File: config.mk
export PLATFORM = sky130hd
export DESIGN_NAME = instr_fetch_unit_flat
export DESIGN_NICKNAME = d
export VERILOG_FILES = /design/src/rtl/instr_fetch_unit_pkg.sv /design/src/rtl/instr_fetch_unit_if.sv /design/src/rtl/instr_fetch_unit_pc_next_calc.sv /design/src/rtl/instr_fetch_unit.sv /design/src/flat_wrapper.sv
export SDC_FILE = /design/constraint.sdc
export NUM_CORES = 1
export LEC_CHECK = 0
export BUFFER_PORTS_ARGS = -buffer_cell sky130_fd_sc_hd__buf_2
export CELL_PAD_IN_SITES_DETAIL_PLACEMENT = 0
export CELL_PAD_IN_SITES_GLOBAL_PLACEMENT = 1
export CORE_ASPECT_RATIO = 0.75
export CORE_UTILIZATION = 39
export DETAILED_ROUTE_END_ITERATION = 16
export GPL_TIMING_DRIVEN = 0
export PLACE_DENSITY = 0.87
export SETUP_SLACK_MARGIN = 0.05
export SLEW_MARGIN = 20
export SYNTH_ARGS = -nofsm -noshare
export SYNTH_HDL_FRONTEND = slang
export SYNTH_SLANG_ARGS = --single-unit
File: constraint.sdc
create_clock -name clk -period 5.35 [get_ports clk]
set_input_delay 0 -clock clk [delete_from_list [all_inputs] [get_ports clk]]
set_output_delay 0 -clock clk [all_outputs]
set_load 0.02 [all_outputs]
File: src/rtl/instr_fetch_unit_pkg.sv
// Shared definitions for the instruction fetch unit.
// Holds the datapath widths, the fetch FSM state encoding, the default reset PC
// and a helper that sign-extends a branch offset to a full word.
// Opcode constants live with the decoder, not here.
package instr_fetch_unit_pkg;

  localparam int WORD_SIZE          = 16;
  localparam int OPCODE_SIZE        = 4;
  localparam int FUNCT_SIZE         = 6;
  localparam int JUMP_TARGET_SIZE   = 12;
  localparam int BRANCH_OFFSET_SIZE = 8;

  localparam logic [WORD_SIZE-1:0] RESET_PC_DEFAULT = 16'h0000;

  typedef enum logic [1:0] {
    ST_IDLE   = 2'd0,
    ST_FETCH  = 2'd1,
    ST_HOLD   = 2'd2,
    ST_HALTED = 2'd3
  } fetch_state_t;

  // Two's complement branch immediate widened to an address-sized addend.
  function automatic logic [WORD_SIZE-1:0] sext_offset(
    input logic [BRANCH_OFFSET_SIZE-1:0] offset
  );
    return {{(WORD_SIZE-BRANCH_OFFSET_SIZE){offset[BRANCH_OFFSET_SIZE-1]}}, offset};
  endfunction

endpackage

File: src/rtl/instr_fetch_unit_if.sv
// Instruction path bus between the fetch unit and its neighbours.
// Memory side : mem_read, mem_address (out), mem_data, mem_input_ready (in).
// Decode side : instr, opcode, funct, instr_valid (out);
//               instr_ack, jump, jump_target, branch_taken, branch_offset, halt (in).
// The master modport is the fetch unit; the slave modport is memory/execute.
interface instr_fetch_unit_if;
  import instr_fetch_unit_pkg::*;

  logic                          mem_read;
  logic [WORD_SIZE-1:0]          mem_address;
  logic [WORD_SIZE-1:0]          mem_data;
  logic                          mem_input_ready;

  logic [WORD_SIZE-1:0]          instr;
  logic [OPCODE_SIZE-1:0]        opcode;
  logic [FUNCT_SIZE-1:0]         funct;
  logic                          instr_valid;
  logic                          instr_ack;
  logic                          jump;
  logic [JUMP_TARGET_SIZE-1:0]   jump_target;
  logic                          branch_taken;
  logic [BRANCH_OFFSET_SIZE-1:0] branch_offset;
  logic                          halt;

  modport master (
    output mem_read, mem_address,
    input  mem_data, mem_input_ready,
    output instr, opcode, funct, instr_valid,
    input  instr_ack, jump, jump_target, branch_taken, branch_offset, halt
  );

  modport slave (
    input  mem_read, mem_address,
    output mem_data, mem_input_ready,
    input  instr, opcode, funct, instr_valid,
    output instr_ack, jump, jump_target, branch_taken, branch_offset, halt
  );

endinterface

File: src/rtl/instr_fetch_unit_pc_next_calc.sv
// Combinational next-PC selection.
// Ports: pc, jump, jump_target, branch_taken, branch_offset (in) -> next_pc (out).
// Jump has priority over a taken branch; otherwise the PC advances by one.
// All arithmetic wraps modulo 2^WORD_SIZE.
module pc_next_calc
  import instr_fetch_unit_pkg::*;
(
  input  logic [WORD_SIZE-1:0]          pc,
  input  logic                          jump,
  input  logic [JUMP_TARGET_SIZE-1:0]   jump_target,
  input  logic                          branch_taken,
  input  logic [BRANCH_OFFSET_SIZE-1:0] branch_offset,
  output logic [WORD_SIZE-1:0]          next_pc
);

  logic [WORD_SIZE-1:0] pc_plus_one;

  assign pc_plus_one = pc + 16'd1;

  // A jump only replaces the low 12 bits, so it stays inside the current 4K page.
  always_comb begin
    next_pc = pc_plus_one;
    if (jump) begin
      next_pc = {pc[WORD_SIZE-1:JUMP_TARGET_SIZE], jump_target};
    end else if (branch_taken) begin
      next_pc = pc_plus_one + sext_offset(branch_offset);
    end
  end

endmodule

File: src/rtl/instr_fetch_unit.sv
// Instruction fetch unit: issues word reads, latches the returned instruction,
// hands it to decode under a valid/ack handshake and steps the PC.
// Ports: clk, reset (sync, active high); bus (master modport of
// instr_fetch_unit_if: memory read channel and decode handshake);
// pc (current/being-fetched address), num_inst (retired count), halted.
module instr_fetch_unit
  import instr_fetch_unit_pkg::*;
#(
  parameter logic [WORD_SIZE-1:0] RESET_PC = RESET_PC_DEFAULT
) (
  input  logic                 clk,
  input  logic                 reset,
  instr_fetch_unit_if.master   bus,
  output logic [WORD_SIZE-1:0] pc,
  output logic [WORD_SIZE-1:0] num_inst,
  output logic                 halted
);

  fetch_state_t         state;
  fetch_state_t         next_state;
  logic [WORD_SIZE-1:0] next_pc;
  logic [WORD_SIZE-1:0] instr_q;
  logic                 retire;

  pc_next_calc u_pc_next_calc (
    .pc            (pc),
    .jump          (bus.jump),
    .jump_target   (bus.jump_target),
    .branch_taken  (bus.branch_taken),
    .branch_offset (bus.branch_offset),
    .next_pc       (next_pc)
  );

  // An instruction retires only when decode acknowledges it while it is presented.
  assign retire = (state == ST_HOLD) && bus.instr_ack;

  always_ff @(posedge clk) begin
    if (reset) begin
      state <= ST_IDLE;
    end else begin
      state <= next_state;
    end
  end

  // Memory responses outside FETCH and acks outside HOLD fall through to the default.
  always_comb begin
    next_state = state;
    case (state)
      ST_IDLE:   next_state = ST_FETCH;
      ST_FETCH:  if (bus.mem_input_ready) next_state = ST_HOLD;
      ST_HOLD:   if (bus.instr_ack) next_state = bus.halt ? ST_HALTED : ST_FETCH;
      ST_HALTED: next_state = ST_HALTED;
      default:   next_state = ST_IDLE;
    endcase
  end

  // Reset wins over a same-cycle memory response, so a late reply is dropped.
  always_ff @(posedge clk) begin
    if (reset) begin
      pc       <= RESET_PC;
      instr_q  <= '0;
      num_inst <= '0;
    end else begin
      if ((state == ST_FETCH) && bus.mem_input_ready) begin
        instr_q <= bus.mem_data;
      end
      if (retire) begin
        pc       <= next_pc;
        num_inst <= num_inst + 16'd1;
      end
    end
  end

  always_comb begin
    bus.mem_read    = 1'b0;
    bus.instr_valid = 1'b0;
    halted          = 1'b0;
    case (state)
      ST_FETCH:  bus.mem_read    = 1'b1;
      ST_HOLD:   bus.instr_valid = 1'b1;
      ST_HALTED: halted          = 1'b1;
      default:   ;
    endcase
  end

  assign bus.mem_address = pc;
  assign bus.instr       = instr_q;
  assign bus.opcode      = instr_q[WORD_SIZE-1:WORD_SIZE-OPCODE_SIZE];
  assign bus.funct       = instr_q[FUNCT_SIZE-1:0];

endmodule

File: src/flat_wrapper.sv
// flat-port wrapper written by rule: the top's interface ports become plain ports
module instr_fetch_unit_flat import instr_fetch_unit_pkg::*;
#(
  parameter logic [WORD_SIZE-1:0] RESET_PC = RESET_PC_DEFAULT
)
  (clk, reset, pc, num_inst, halted, bus_mem_read, bus_mem_address, bus_mem_data, bus_mem_input_ready, bus_instr, bus_opcode, bus_funct, bus_instr_valid, bus_instr_ack, bus_jump, bus_jump_target, bus_branch_taken, bus_branch_offset, bus_halt);
  instr_fetch_unit_if bus_i ();
  input  logic clk;
  input  logic reset;
  output logic [WORD_SIZE-1:0] pc;
  output logic [WORD_SIZE-1:0] num_inst;
  output logic halted;
  output wire logic [$bits(bus_i.mem_read)-1:0] bus_mem_read;
  output wire logic [$bits(bus_i.mem_address)-1:0] bus_mem_address;
  input wire logic [$bits(bus_i.mem_data)-1:0] bus_mem_data;
  input wire logic [$bits(bus_i.mem_input_ready)-1:0] bus_mem_input_ready;
  output wire logic [$bits(bus_i.instr)-1:0] bus_instr;
  output wire logic [$bits(bus_i.opcode)-1:0] bus_opcode;
  output wire logic [$bits(bus_i.funct)-1:0] bus_funct;
  output wire logic [$bits(bus_i.instr_valid)-1:0] bus_instr_valid;
  input wire logic [$bits(bus_i.instr_ack)-1:0] bus_instr_ack;
  input wire logic [$bits(bus_i.jump)-1:0] bus_jump;
  input wire logic [$bits(bus_i.jump_target)-1:0] bus_jump_target;
  input wire logic [$bits(bus_i.branch_taken)-1:0] bus_branch_taken;
  input wire logic [$bits(bus_i.branch_offset)-1:0] bus_branch_offset;
  input wire logic [$bits(bus_i.halt)-1:0] bus_halt;
  assign bus_mem_read = bus_i.mem_read;
  assign bus_mem_address = bus_i.mem_address;
  assign bus_i.mem_data = bus_mem_data;
  assign bus_i.mem_input_ready = bus_mem_input_ready;
  assign bus_instr = bus_i.instr;
  assign bus_opcode = bus_i.opcode;
  assign bus_funct = bus_i.funct;
  assign bus_instr_valid = bus_i.instr_valid;
  assign bus_i.instr_ack = bus_instr_ack;
  assign bus_i.jump = bus_jump;
  assign bus_i.jump_target = bus_jump_target;
  assign bus_i.branch_taken = bus_branch_taken;
  assign bus_i.branch_offset = bus_branch_offset;
  assign bus_i.halt = bus_halt;
  instr_fetch_unit #(.RESET_PC(RESET_PC)) u_core (.clk(clk), .reset(reset), .bus(bus_i), .pc(pc), .num_inst(num_inst), .halted(halted));
endmodule
==> run_results.csv <==
group,metric,value,unit
global_route,antenna_found_initial,0,
setup_path,cp.required,5520,ps
floorplan,ioPinCount,120,
logic_synthesis,asyncSetResetFlopFracSynth,0,
sta,worst_pin_slew,570,ps
cts,ctsHtreeMaxLevel,2,
sta,finalHoldViolations,0,
sta,setup_slack,1640,ps
place,dp_cells,653,
sta,fin_crit,3710,ps
logic_synthesis,synth_top_flop_cell,"dfxtp_1",
logic_synthesis,yosysWarningCount,0,
cells_and_area,stdcell_area,0.00446,mm^2
setup_path,end_kind,"flop",
floorplan,std_cell_rows,29,
setup_path,rr_startpoint,"u_core.bus.mem_address[0]",
sta,fin_crit_sh,0.694,
setup_path,crit_cells,13,
power_and_ir_drop,total_power,0.885,mW
setup_path,cpPeakStageDelay,480,ps
place,port_buffers,118,
power_and_ir_drop,ir_drop,0.174,mV
setup_path,path_cells,"ha_1 > nand3_1 > nor2_1 > nand4_1 > xnor2_1 > ha_1 > a21o_1 > o21bai_1 > a221oi_2 > o31ai_2 > mux2i_1 > mux2i_1 > mux2_1",
sta,maxSlewViolCount,0,
cts,clk_pin_slew,60,ps
floorplan,die_w,110,um
global_route,grt_pass1_wl,14900,um
drt,dr.pass1.iters,4,
cts,max-clock-path-buffers,2,
place,dp_slack,1650,ps
logic_synthesis,synth_edf_count,0,
cts,post-cts-setup-buffers,0,
drt,wirelength,9330,um
cts,cts_root_buf,"clkbuf_16",
power_and_ir_drop,p_per_area,199,mW/mm^2
setup_path,path_buf_inv,0,
floorplan,initial_core_util,0.402,
sta,max_slew_margin,0.620,
cts,numClockSinks,50,
cells_and_area,n_fill_cell,825,
setup_path,critPathLaunchType,"flop",
logic_synthesis,syn_inst,427,
sta,setup_tns,0,ps
logic_synthesis,ys_types,52,
cells_and_area,final_net_count,635,
cells_and_area,drive_gt1_frac,0.298,
min_path,worstHoldStart,"bus_jump_target[2]",
power_and_ir_drop,p_sw,0.249,mW
floorplan,die_h,82.9,um
global_route,grt_pass1_vias,3142,
logic_synthesis,syn_nets,491,
power_and_ir_drop,seqPwrFrac,0.444,
sta,fin_skew,3.57,ps
setup_path,slowest_stage,"dfxtp_1",
power_and_ir_drop,p_int,0.637,mW
place,dp_hpwl,7180,um
setup_path,r2r_cells,13,
setup_path,cp.arrival,3890,ps
min_path,hold_path_depth,3,
drt,drt-wirelength-per-cell,13.7,um
setup_path,startpoint,"u_core.bus.mem_address[0]",
power_and_ir_drop,pwr-share-comb,0.208,
global_route,grt_max_degree,16,
min_path,hold_class,"primary input to flop",
logic_synthesis,ys_seq_area_frac,0.294,
floorplan,dieArea,0.00910,mm^2
cells_and_area,area.growth.synth_to_final,31.0,%
setup_path,worstPathMaxFanout,8,
power_and_ir_drop,p_leak,2.16,nW
cells_and_area,ff_latch_area,0.00100,mm^2
logic_synthesis,syn_avg_cell_area,7.97,um^2
cells_and_area,n_antenna_cell,0,
sta,max_freq,0.269,GHz
place,post_dp_cell_area,0.00413,mm^2
cts,cts_buffers,5,
drt,num_vias,3446,
run_status,outcome,"finished, final reports clean",
drt,route.detailed.drc,0,
logic_synthesis,netlist_area,0.00340,mm^2
cells_and_area,multi_input_area,0.00205,mm^2
cts,cts_tree,"built",
run,max_cap_viol_count,0,
global_route,grt_overflow,0,
setup_path,crit_family,"multiplexers",
power_and_ir_drop,clkPwrFrac,0.347,
cts,insertion_delay,280,ps
drt,postRouteAntennaNets,0,
cells_and_area,final_cells,679,
floorplan,coreArea,0.00845,mm^2
sta,setup_viol,0,
logic_synthesis,ys_ff_latch,50,
power_and_ir_drop,switching_share,0.281,
drt,drt-initial-drc-count,145,
setup_path,path_class,"flop to flop",
sta,rsz0062_at_grt,"no",
drt,avgViaCountPerCell,5.08,
global_route,track_usage,0.206,
place,routabilityCongestion,0.839,
[per-layer routing]
metal,vias up,share of wire,track usage
met5,-,0,0
met4,0,0.0090,0.0279
li1,1752,-,-
met1,1573,0.50,0.299
met2,113,0.43,0.326
met3,8,0.058,0.0330
[worst reg2reg max path, delay by kind of cell (launching register included)]
kind                     cells  cell delay (ps)
adder cells (fa/ha/maj)      2              590
AND/OR/NAND/NOR              3              630
flip-flops                   1              480
XOR/XNOR                     1              250
AO/OA/AOI/OAI                4              820
multiplexers                 3              830
[per-stage QoR]
step / hold slack, ps / util
after floorplan: 89.7 / -
after global placement: 243 / 0.488
after detailed placement: 252 / 0.488
after CTS: 14.7 / 0.527
after global routing: 34.8 / 0.527
final: 15.8 / 0.527
[cell usage in the layout (no fill, tap or decap), types with 5 or more instances in the layout]
master,netlist,final
buf_2,0,118
nand2_1,73,73
dfxtp_1,50,50
nor2_1,41,41
a21oi_1,41,41
buf_4,27,27
xnor2_1,20,20
ha_1,20,20
dlygate4sd3_1,0,19
xor2_1,15,15
nand3_1,12,12
clkbuf_1,12,12
o21ai_0,12,12
nand4_1,9,9
inv_1,7,7
a21o_1,7,7
and3_1,6,6
nor3_1,6,6
a211oi_1,6,6
mux2i_1,5,5
clkbuf_16,0,5
[final timing paths]
kind,slack (ps),to
worst max-delay path,1640,u_core.bus.mem_address[15]
worst min register to register,460,u_core.bus.instr[7]
worst max register to register,1640,u_core.bus.mem_address[15]
worst min-delay path,20,u_core.bus.mem_address[2]
[Yosys cell counts (2+ instances only)]
library cell,n,area share
nand3_1,12,0.018
mux2i_1,5,0.015
bufbuf_16,2,0.019
o21bai_1,2,0.0044
buf_4,27,0.060
clkbuf_1,12,0.013
a211oi_1,6,0.013
xnor2_1,20,0.051
nor2_1,41,0.045
ha_1,20,0.074
o211ai_1,4,0.0088
a31oi_1,4,0.0074
nand2b_1,4,0.0074
o31ai_1,2,0.0044
o21ai_0,12,0.018
xor2_1,15,0.039
a21o_2,2,0.0051
dfxtp_1,50,0.29
and4_1,3,0.0077
o41ai_1,2,0.0051
a221oi_2,2,0.0088
or3_1,3,0.0055
inv_1,7,0.0077
a21o_1,7,0.015
nor3_1,6,0.0088
a21oi_2,2,0.0051
and3_1,6,0.011
nor2b_1,2,0.0037
buf_1,2,0.0022
nor4_1,2,0.0037
nand4_1,9,0.017
nand2_1,73,0.081
or2_2,2,0.0037
a21oi_1,41,0.060
[power by group through the flow]
stage               Clock (mW)  Sequential, mW  Combinational, mW
global route             0.327           0.395              0.203
detailed placement           0           0.402              0.173
finish                   0.307           0.393              0.185
CTS                      0.314           0.393              0.185
floorplan                    0           0.410              0.108
global placement             0           0.401              0.172
[kinds of logic (layout without fill, tap and decap cells)]
kind of cell    after synthesis  in the layout  share of synthesized area
compound gates               95             95                      0.188
mux                           6              6                     0.0180
simple gates                170            170                      0.228
fa+ha+maj                    21             21                     0.0794
buf+inv                      50            194                      0.102
flops                        50             50                      0.294
xor+xnor                     35             35                     0.0901
[layout make-up]
cell class | count | area share
Buffer | 43 | 0.0718
Clock buffer | 5 | 0.0281
Clock inverter | 2 | 0.00337
Inverter | 7 | 0.00589
Multi-Input combinational cell | 327 | 0.461
Sequential cell | 50 | 0.225
Tap cell | 108 | 0.0303
Timing Repair Buffer | 137 | 0.175
[registers in the layout (all words and copies together), names as in the netlist]
name / count
u_core.num_inst: 16
u_core.bus.instr: 16
u_core.state: 2
u_core.bus.mem_address: 16
[timing repair]
action | in CTS | in global routing
hold buffers | 19 | 0
resized for setup | 0 | 0
hold endpoints to repair | 19 | 0
No activity file was read; power rests on OpenSTA's default activity.
